<file path="src/rtl/boid_readback_dma.sv">
// Boid position readback DMA: walks every BPU and writes each boid's x/y into dmem.
// Optional build macro READBACK_CHECKSUM_EN appends an XOR checksum word after the last boid.
module boid_readback_dma #(
    parameter int MAX_BOIDS      = 4,
    parameter int BITS_FOR_BOIDS = $clog2(MAX_BOIDS),
    parameter int ADDR_WIDTH     = 12
) (
    input  logic                      clock,
    input  logic                      reset,
    input  logic                      start,
    input  logic [ADDR_WIDTH-1:0]     base_addr,
    input  logic                      mem_grant,
    input  logic [9:0]                x_loc_in,
    input  logic [8:0]                y_loc_in,
    output logic [BITS_FOR_BOIDS-1:0] boid_sel,
    output logic                      mem_we,
    output logic [ADDR_WIDTH-1:0]     mem_addr,
    output logic [31:0]               mem_data,
    output logic                      busy,
    output logic                      done
);

    typedef enum logic [2:0] {
        S_IDLE,
        S_SEL,
        S_CAP,
        S_WR_X,
        S_WR_Y,
`ifdef READBACK_CHECKSUM_EN
        S_WR_CK,
`endif
        S_FIN
    } state_t;

    localparam logic [BITS_FOR_BOIDS-1:0] LAST_IDX = BITS_FOR_BOIDS'(MAX_BOIDS - 1);

    state_t                    state_q, state_d;
    logic [BITS_FOR_BOIDS-1:0] idx_q, idx_d;
    logic [ADDR_WIDTH-1:0]     base_q, base_d;
    logic [9:0]                x_q, x_d;
    logic [8:0]                y_q, y_d;
    logic [ADDR_WIDTH-1:0]     rec_addr;
`ifdef READBACK_CHECKSUM_EN
    logic [31:0]               acc_q, acc_d;
`endif

    // Each boid owns two consecutive words; address arithmetic wraps at 2^ADDR_WIDTH.
    assign rec_addr = base_q + (ADDR_WIDTH'(idx_q) << 1);
    assign boid_sel = idx_q;

    always_comb begin
        // NOTE: every combinational output gets a default first so no path leaves it unassigned (no latches).
        state_d  = state_q;
        idx_d    = idx_q;
        base_d   = base_q;
        x_d      = x_q;
        y_d      = y_q;
`ifdef READBACK_CHECKSUM_EN
        acc_d    = acc_q;
`endif
        mem_we   = 1'b0;
        mem_addr = '0;
        mem_data = '0;
        busy     = 1'b0;
        done     = 1'b0;

        unique case (state_q)
            S_IDLE: begin
                if (start) begin
                    base_d  = base_addr;
                    idx_d   = '0;
`ifdef READBACK_CHECKSUM_EN
                    acc_d   = '0;
`endif
                    state_d = S_SEL;
                end
            end
            S_SEL: begin
                busy    = 1'b1;
                state_d = S_CAP;
            end
            S_CAP: begin
                busy    = 1'b1;
                x_d     = x_loc_in;
                y_d     = y_loc_in;
                state_d = S_WR_X;
            end
            S_WR_X: begin
                busy     = 1'b1;
                mem_addr = rec_addr;
                mem_data = {6'b0, x_q, 16'b0};
                mem_we   = mem_grant;
                if (mem_grant) begin
`ifdef READBACK_CHECKSUM_EN
                    acc_d   = acc_q ^ mem_data;
`endif
                    state_d = S_WR_Y;
                end
            end
            S_WR_Y: begin
                busy     = 1'b1;
                mem_addr = rec_addr + ADDR_WIDTH'(1);
                mem_data = {6'b0, y_q, 17'b0};
                mem_we   = mem_grant;
                if (mem_grant) begin
`ifdef READBACK_CHECKSUM_EN
                    acc_d = acc_q ^ mem_data;
`endif
                    if (idx_q == LAST_IDX) begin
`ifdef READBACK_CHECKSUM_EN
                        state_d = S_WR_CK;
`else
                        state_d = S_FIN;
`endif
                    end else begin
                        idx_d   = idx_q + 1'b1;
                        state_d = S_SEL;
                    end
                end
            end
`ifdef READBACK_CHECKSUM_EN
            S_WR_CK: begin
                busy     = 1'b1;
                mem_addr = base_q + ADDR_WIDTH'(2 * MAX_BOIDS);
                mem_data = acc_q;
                mem_we   = mem_grant;
                if (mem_grant) state_d = S_FIN;
            end
`endif
            S_FIN: begin
                done    = 1'b1;
                state_d = S_IDLE;
            end
            default: state_d = S_IDLE;
        endcase

        // A reset cycle must never commit a write or report activity.
        if (reset) begin
            mem_we   = 1'b0;
            mem_addr = '0;
            mem_data = '0;
            busy     = 1'b0;
            done     = 1'b0;
        end
    end

    always_ff @(posedge clock) begin
        // NOTE: state registers use non-blocking assignments so all flops update together at the edge.
        if (reset) begin
            state_q <= S_IDLE;
            idx_q   <= '0;
            base_q  <= '0;
            x_q     <= '0;
            y_q     <= '0;
`ifdef READBACK_CHECKSUM_EN
            acc_q   <= '0;
`endif
        end else begin
            state_q <= state_d;
            idx_q   <= idx_d;
            base_q  <= base_d;
            x_q     <= x_d;
            y_q     <= y_d;
`ifdef READBACK_CHECKSUM_EN
            acc_q   <= acc_d;
`endif
        end
    end

endmodule

</file>
<file path="config.mk">
export PLATFORM = sky130hd
export DESIGN_NAME = boid_readback_dma
export DESIGN_NICKNAME = d
export VERILOG_FILES = /design/src/rtl/boid_readback_dma.sv
export SDC_FILE = /design/constraint.sdc
export NUM_CORES = 1
export LEC_CHECK = 0
export BUFFER_PORTS_ARGS = -buffer_cell sky130_fd_sc_hd__clkbuf_2
export CORE_MARGIN = 2
export CORE_UTILIZATION = 45
export CTS_CLUSTER_DIAMETER = 50
export DETAILED_ROUTE_END_ITERATION = 12
export PLACE_DENSITY = 0.77
export SETUP_SLACK_MARGIN = 0.4
export SYNTH_ARGS = -nofsm -noshare
export SYNTH_HDL_FRONTEND = slang
export SYNTH_SLANG_ARGS = --single-unit
export TNS_END_PERCENT = 50
</file>
<file path="constraint.sdc">
create_clock -name clock -period 3.3 [get_ports clock]
set_input_delay 0.165 -clock clock [delete_from_list [all_inputs] [get_ports clock]]
set_output_delay 0.165 -clock clock [all_outputs]
set_load 0.02 [all_outputs]
</file>
# Yosys cells after proc, flatten, opt, wreduce, memory -nomap -nowiden
# Index checks and enable logic that the tools add are counted.
dict set report totals {
  reg_bits 36
  in_bits 35
  output_inout_bits 49
}
dict set report op_classes {
  add_sub_neg 3
  n_eq_ne 10
  mux 19
  reduce_logical 7
}
# cell n
set ops {}
lappend ops {{case mux 26 bit (2 select lines)} 1}
lappend ops {{two-way mux 32 bit} 1}
lappend ops {{case mux 12 bit (2 select lines)} 1}
lappend ops {{case mux 3 bit (5 select lines)} 1}
lappend ops {{adder 12 x 1 -> 12 bit (second input constant)} 1}
lappend ops {{adder 12 x 3 -> 12 bit} 1}
lappend ops {{two-way mux 12 bit} 1}
lappend ops {{two-way mux 3 bit} 4}
lappend ops {{!= test 2 bit (second input constant)} 4}
lappend ops {{equality test 3 x 2 -> 1 bit (second input constant)} 2}
lappend ops {{equality test 3 bit (second input constant)} 2}
lappend ops {{two-way mux 1 bit} 6}
lappend ops {{two-way mux 2 bit} 3}
lappend ops {{case mux 2 bit (2 select lines)} 1}
lappend ops {{AND reduction 4 bit} 1}
lappend ops {{OR reduction 4 bit} 1}
lappend ops {{equality test 3 x 1 -> 1 bit (second input constant)} 1}
lappend ops {{zero test 3 bit} 1}
lappend ops {{AND reduction 3 bit} 1}
lappend ops {{adder 2 x 1 -> 2 bit (second input constant)} 1}
lappend ops {{equality test 2 bit (second input constant)} 1}
lappend ops {{AND reduction 2 bit} 1}
lappend ops {{nonzero test 2 bit} 1}
lappend ops {{OR reduction 2 bit} 1}

# Depth between registers and ports, before layout
dict set report logic_depth {
  depth_word 4
  ltp_mapped 10
  ltp_nobuf 9
}

# Worst setup path after synthesis
# Ideal clock, no wire load.
dict set report synth_path {
  kind {register to output}
  from {register idx_q[0] (netlist: boid_sel[0])}
  to {output mem_addr[11]}
  t_arrival_ps 2713
  path_slack_ps 422
  path_stages_with_launch 11
  path_buffers 1
  cell_sequence {dfxtp_1 -> ha_1 -> inv_1 -> fa_1 -> buf_4 -> nand4b_1 -> nor2_1 -> a21oi_1 -> nor4b_2 -> xor2_1 -> o31ai_1}
}
dict set report synth_via {
  elab_chain_len 4
}
# item line_no
set synth_lines {}
lappend synth_lines {{from (decl)} 38} ;# logic [BITS_FOR_BOIDS-1:0] idx_q, idx_d;
lappend synth_lines {{from (signal assigned)} 160} ;# idx_q <= idx_d;
lappend synth_lines {{adder 12 x 3 -> 12 bit (*)} 48} ;# assign rec_addr = base_q + (ADDR_WIDTH'(idx_q) << 1);
lappend synth_lines {{adder 12 x 1 -> 12 bit} 102} ;# mem_addr = rec_addr + ADDR_WIDTH'(1);
lappend synth_lines {{case mux 12 bit (2 select lines) (*)} 67} ;# unique case (state_q)
lappend synth_lines {{two-way mux 12 bit (*)} 138} ;# if (reset) begin
lappend synth_lines {{to (decl)} 17} ;# output logic [ADDR_WIDTH-1:0] mem_addr,
# Every way passes the cells marked *; elsewhere a longest branch is shown, timed or not.

# Worst setup path in the final report
dict set report layout_path {
  from {register idx_q[0] (netlist: boid_sel[0])}
  to {output mem_addr[9]}
}
# The elaborated chain is that of the path after synthesis.

==> flow_summary.ini <==
[run_status]
status = complete, no violations

[place]
dp.cells = 445
globalplace.congestion = 0.891
numPortBuffers = 61
place_area_um2 = 2620
post-dp-hpwl_mm = 4.10
pre_cts_ws_ns = 0.419

[yosys]
seq_area_frac_synth_pct = 30.0
synth_top_area_cell = dfxtp_1
synthFlopType = dfxtp_1
synth.avg_cell_area_um2 = 7.15
synth-seq-cells = 36
yosys-top-cells-area = dfxtp_1 30%, nand2_1 12%, a21oi_1 9.8%
ys_types = 50
synthCells = 336
ys_warn_count = 0
ys_async_sr_fraction_pct = 0
synth_edf_count = 0
synth_area_um2 = 2400
synth_top_area_share_pct = 30.0

[routing]
drt_iter0_markers = 123
viasPerCell = 5.23
ant_nets = 0
drtPass1Iterations = 4
drc = 0
routed_wirelength_mm = 5.90
routedWlPerCell_um = 12.9
vias = 2392

[timing]
setup_ws_ns = 0.449
period_share_pct = 86.4
rsz0062_at_grt = yes
setup_viol = 0
tightest_slew_ns = 0.961
hold_viol = 0
finalMaxSlewViolations = 0
slew_headroom_pct = 35.9
final.min_clock_period_ns = 2.85
max_clock_freq_mhz = 351
setup-tns-final_ns = 0
fin_worst_skew_ns = 0.00396

[clocking]
cts_tree = yes
postCtsHoldBufs = 0
cts_buffer_depth = 2
clk_latency_ns = 0.28
numCtsBuffers = 5
ctsRootBufferMaster = clkbuf_8
cts_num_sinks = 36
cts_max_level = 2
clk_pin_slew_ns = 0.08

[final_layout]
finalNonFillerCells = 457
areaGrowthSynthToFinish_pct = 16.8
layout_common_cells = 74 x nand2_1, 59 x clkbuf_2, 44 x a21oi_1
nNetsFinal = 426
drive_gt1_share_pct = 24.3
post-route-util_pct = 54.6
fin_area_um2 = 2810
layout_commonest_cell = nand2_1
register_area_um2 = 724
multi_input_area_um2 = 1520
diodes = 0
nFillCells = 516

[floorplanning]
die_y_um = 77.1
die_w_um = 77.1
fp.coreArea_um2 = 5140
dieArea_um2 = 5940
rows = 26
start_util_pct = 46.8
ios = 84

[setup_path]
rr_endpoint = boid_sel[0]
crit_type = reg -> out
start_kind = flip-flop
rr_startpoint = boid_sel[0]
crit_path_max_fanout = 4
rr_worst_depth = 7
critical_path_arrival_ns = 2.69
startpoint = boid_sel[0]
cp-end-kind = primary output
cp.required_ns = 3.13
rrSetupSlack_ns = 1.62

[hold_path]
min_from = base_addr[4]
hp-class = in -> reg
whs_endpoint = base_q[4]
hold_depth = 3

[pwr]
p_leak_nw = 1.12
ir_drop_v = 0.000215
p_int_w = 0.000681
p_clk_share_pct = 31.0
p_sw_share_pct = 31.8
p_seq_share_pct = 49.7
pwr_density_cell_nw_per_um2 = 355
power.switching_w = 0.000317
power_frac_comb_pct = 19.3

[global_routing]
grt_max_degree = 49
antenna_found_initial = 0
grt_pass1_vias = 2106
grt_overflow = 0
grt_pass1_wl_mm = 9.47
grt_use_total_pct = 19.3

[job]
maxCapViolCount = 0
-- flip-flops by register name, summed over array words and instances, names as in the netlist --
name / count
y_q: 9
x_q: 10
boid_sel: 2
state_q: 3
base_q: 12
-- synthesized netlist by cell type, drive strengths merged, types with 3 or more instances --
cell	number
a21oi	49
a22oi	11
a31oi	4
and2	4
buf	34
clkbuf	13
dfxtp	36
ha	4
inv	4
nand2	74
nand2b	8
nand3	8
nand3b	3
nor2	30
nor2b	4
nor3	6
o21ai	4
xnor2	5
xor2	7
-- power groups by stage --
stage	clock, W	sequential, W	combinational (W)
after floorplan	0	0.000488	0.000174
after global placement	0	0.000502	0.000183
after detailed placement	0	0.000504	0.000187
after CTS	0.000316	0.000494	0.000189
after global routing	0.000338	0.000501	0.000214
final	0.000310	0.000496	0.000192
-- metrics by stage --
step	hold slack [ns]	power, W
global route	0.0920	0.00105
finish	0.0936	0.000998
CTS	0.0885	0.000999
detailed placement	0.394	0.000691
global placement	0.389	0.000685
floorplan	0.301	0.000662
-- metal layers --
layer  GRT usage (%)  wire length, um  vias to the layer above
met5               0                0                        -
met4            6.43              106                        0
met3            4.00              408                       11
met2            33.9             2800                       87
met1            23.5             2580                     1108
li1                -                -                     1186
-- worst max-delay path by stage --
stage	endpoint	slack, ns
after floorplan	mem_addr[11]	0.42
after global placement	mem_addr[11]	0.52
after detailed placement	mem_addr[9]	0.42
after CTS	mem_addr[11]	0.42
after global routing	mem_addr[11]	0.30
final	mem_addr[9]	0.45
-- cell families (layout without fill, tap and decap cells) --
family | count (synthesis) | in the layout | synth area share (%)
AND/OR/NAND/NOR | 148 | 148 | 27.7
AO/OA/AOI/OAI | 81 | 81 | 21.3
buffers and inverters | 51 | 81 | 12.4
flip-flops | 36 | 36 | 30.0
XOR/XNOR | 12 | 12 | 4.37
adder cells (fa/ha/maj) | 5 | 5 | 2.92
multiplexers | 2 | 2 | 1.04
other | 1 | 22 | 0.156
-- area by class of cell --
cell class | instances | share of cell area, %
Multi-Input combinational cell | 270 | 54.1
Sequential cell | 36 | 25.8
Timing Repair Buffer | 69 | 13.4
Tap cell | 70 | 3.12
Clock buffer | 7 | 2.72
Inverter | 4 | 0.535
Clock inverter | 1 | 0.312
-- critical path, stage by stage (launching register included) --
cell and delay, ns:
dfxtp_2 0.36, ha_4 0.14, inv_2 0.03, fa_2 0.36, nand4b_1 0.28, nor2_2 0.22, buf_4 0.16, xor2_2 0.08
or3_1 0.37, a31oi_2 0.19, clkbuf_8 0.21
-- what timing repair did --
action,CTS,global route
pin swaps,6,7
setup buffers,4,0
setup endpoints to repair,5,4
resized for setup,10,9
No activity file was read; power rests on OpenSTA's default activity.
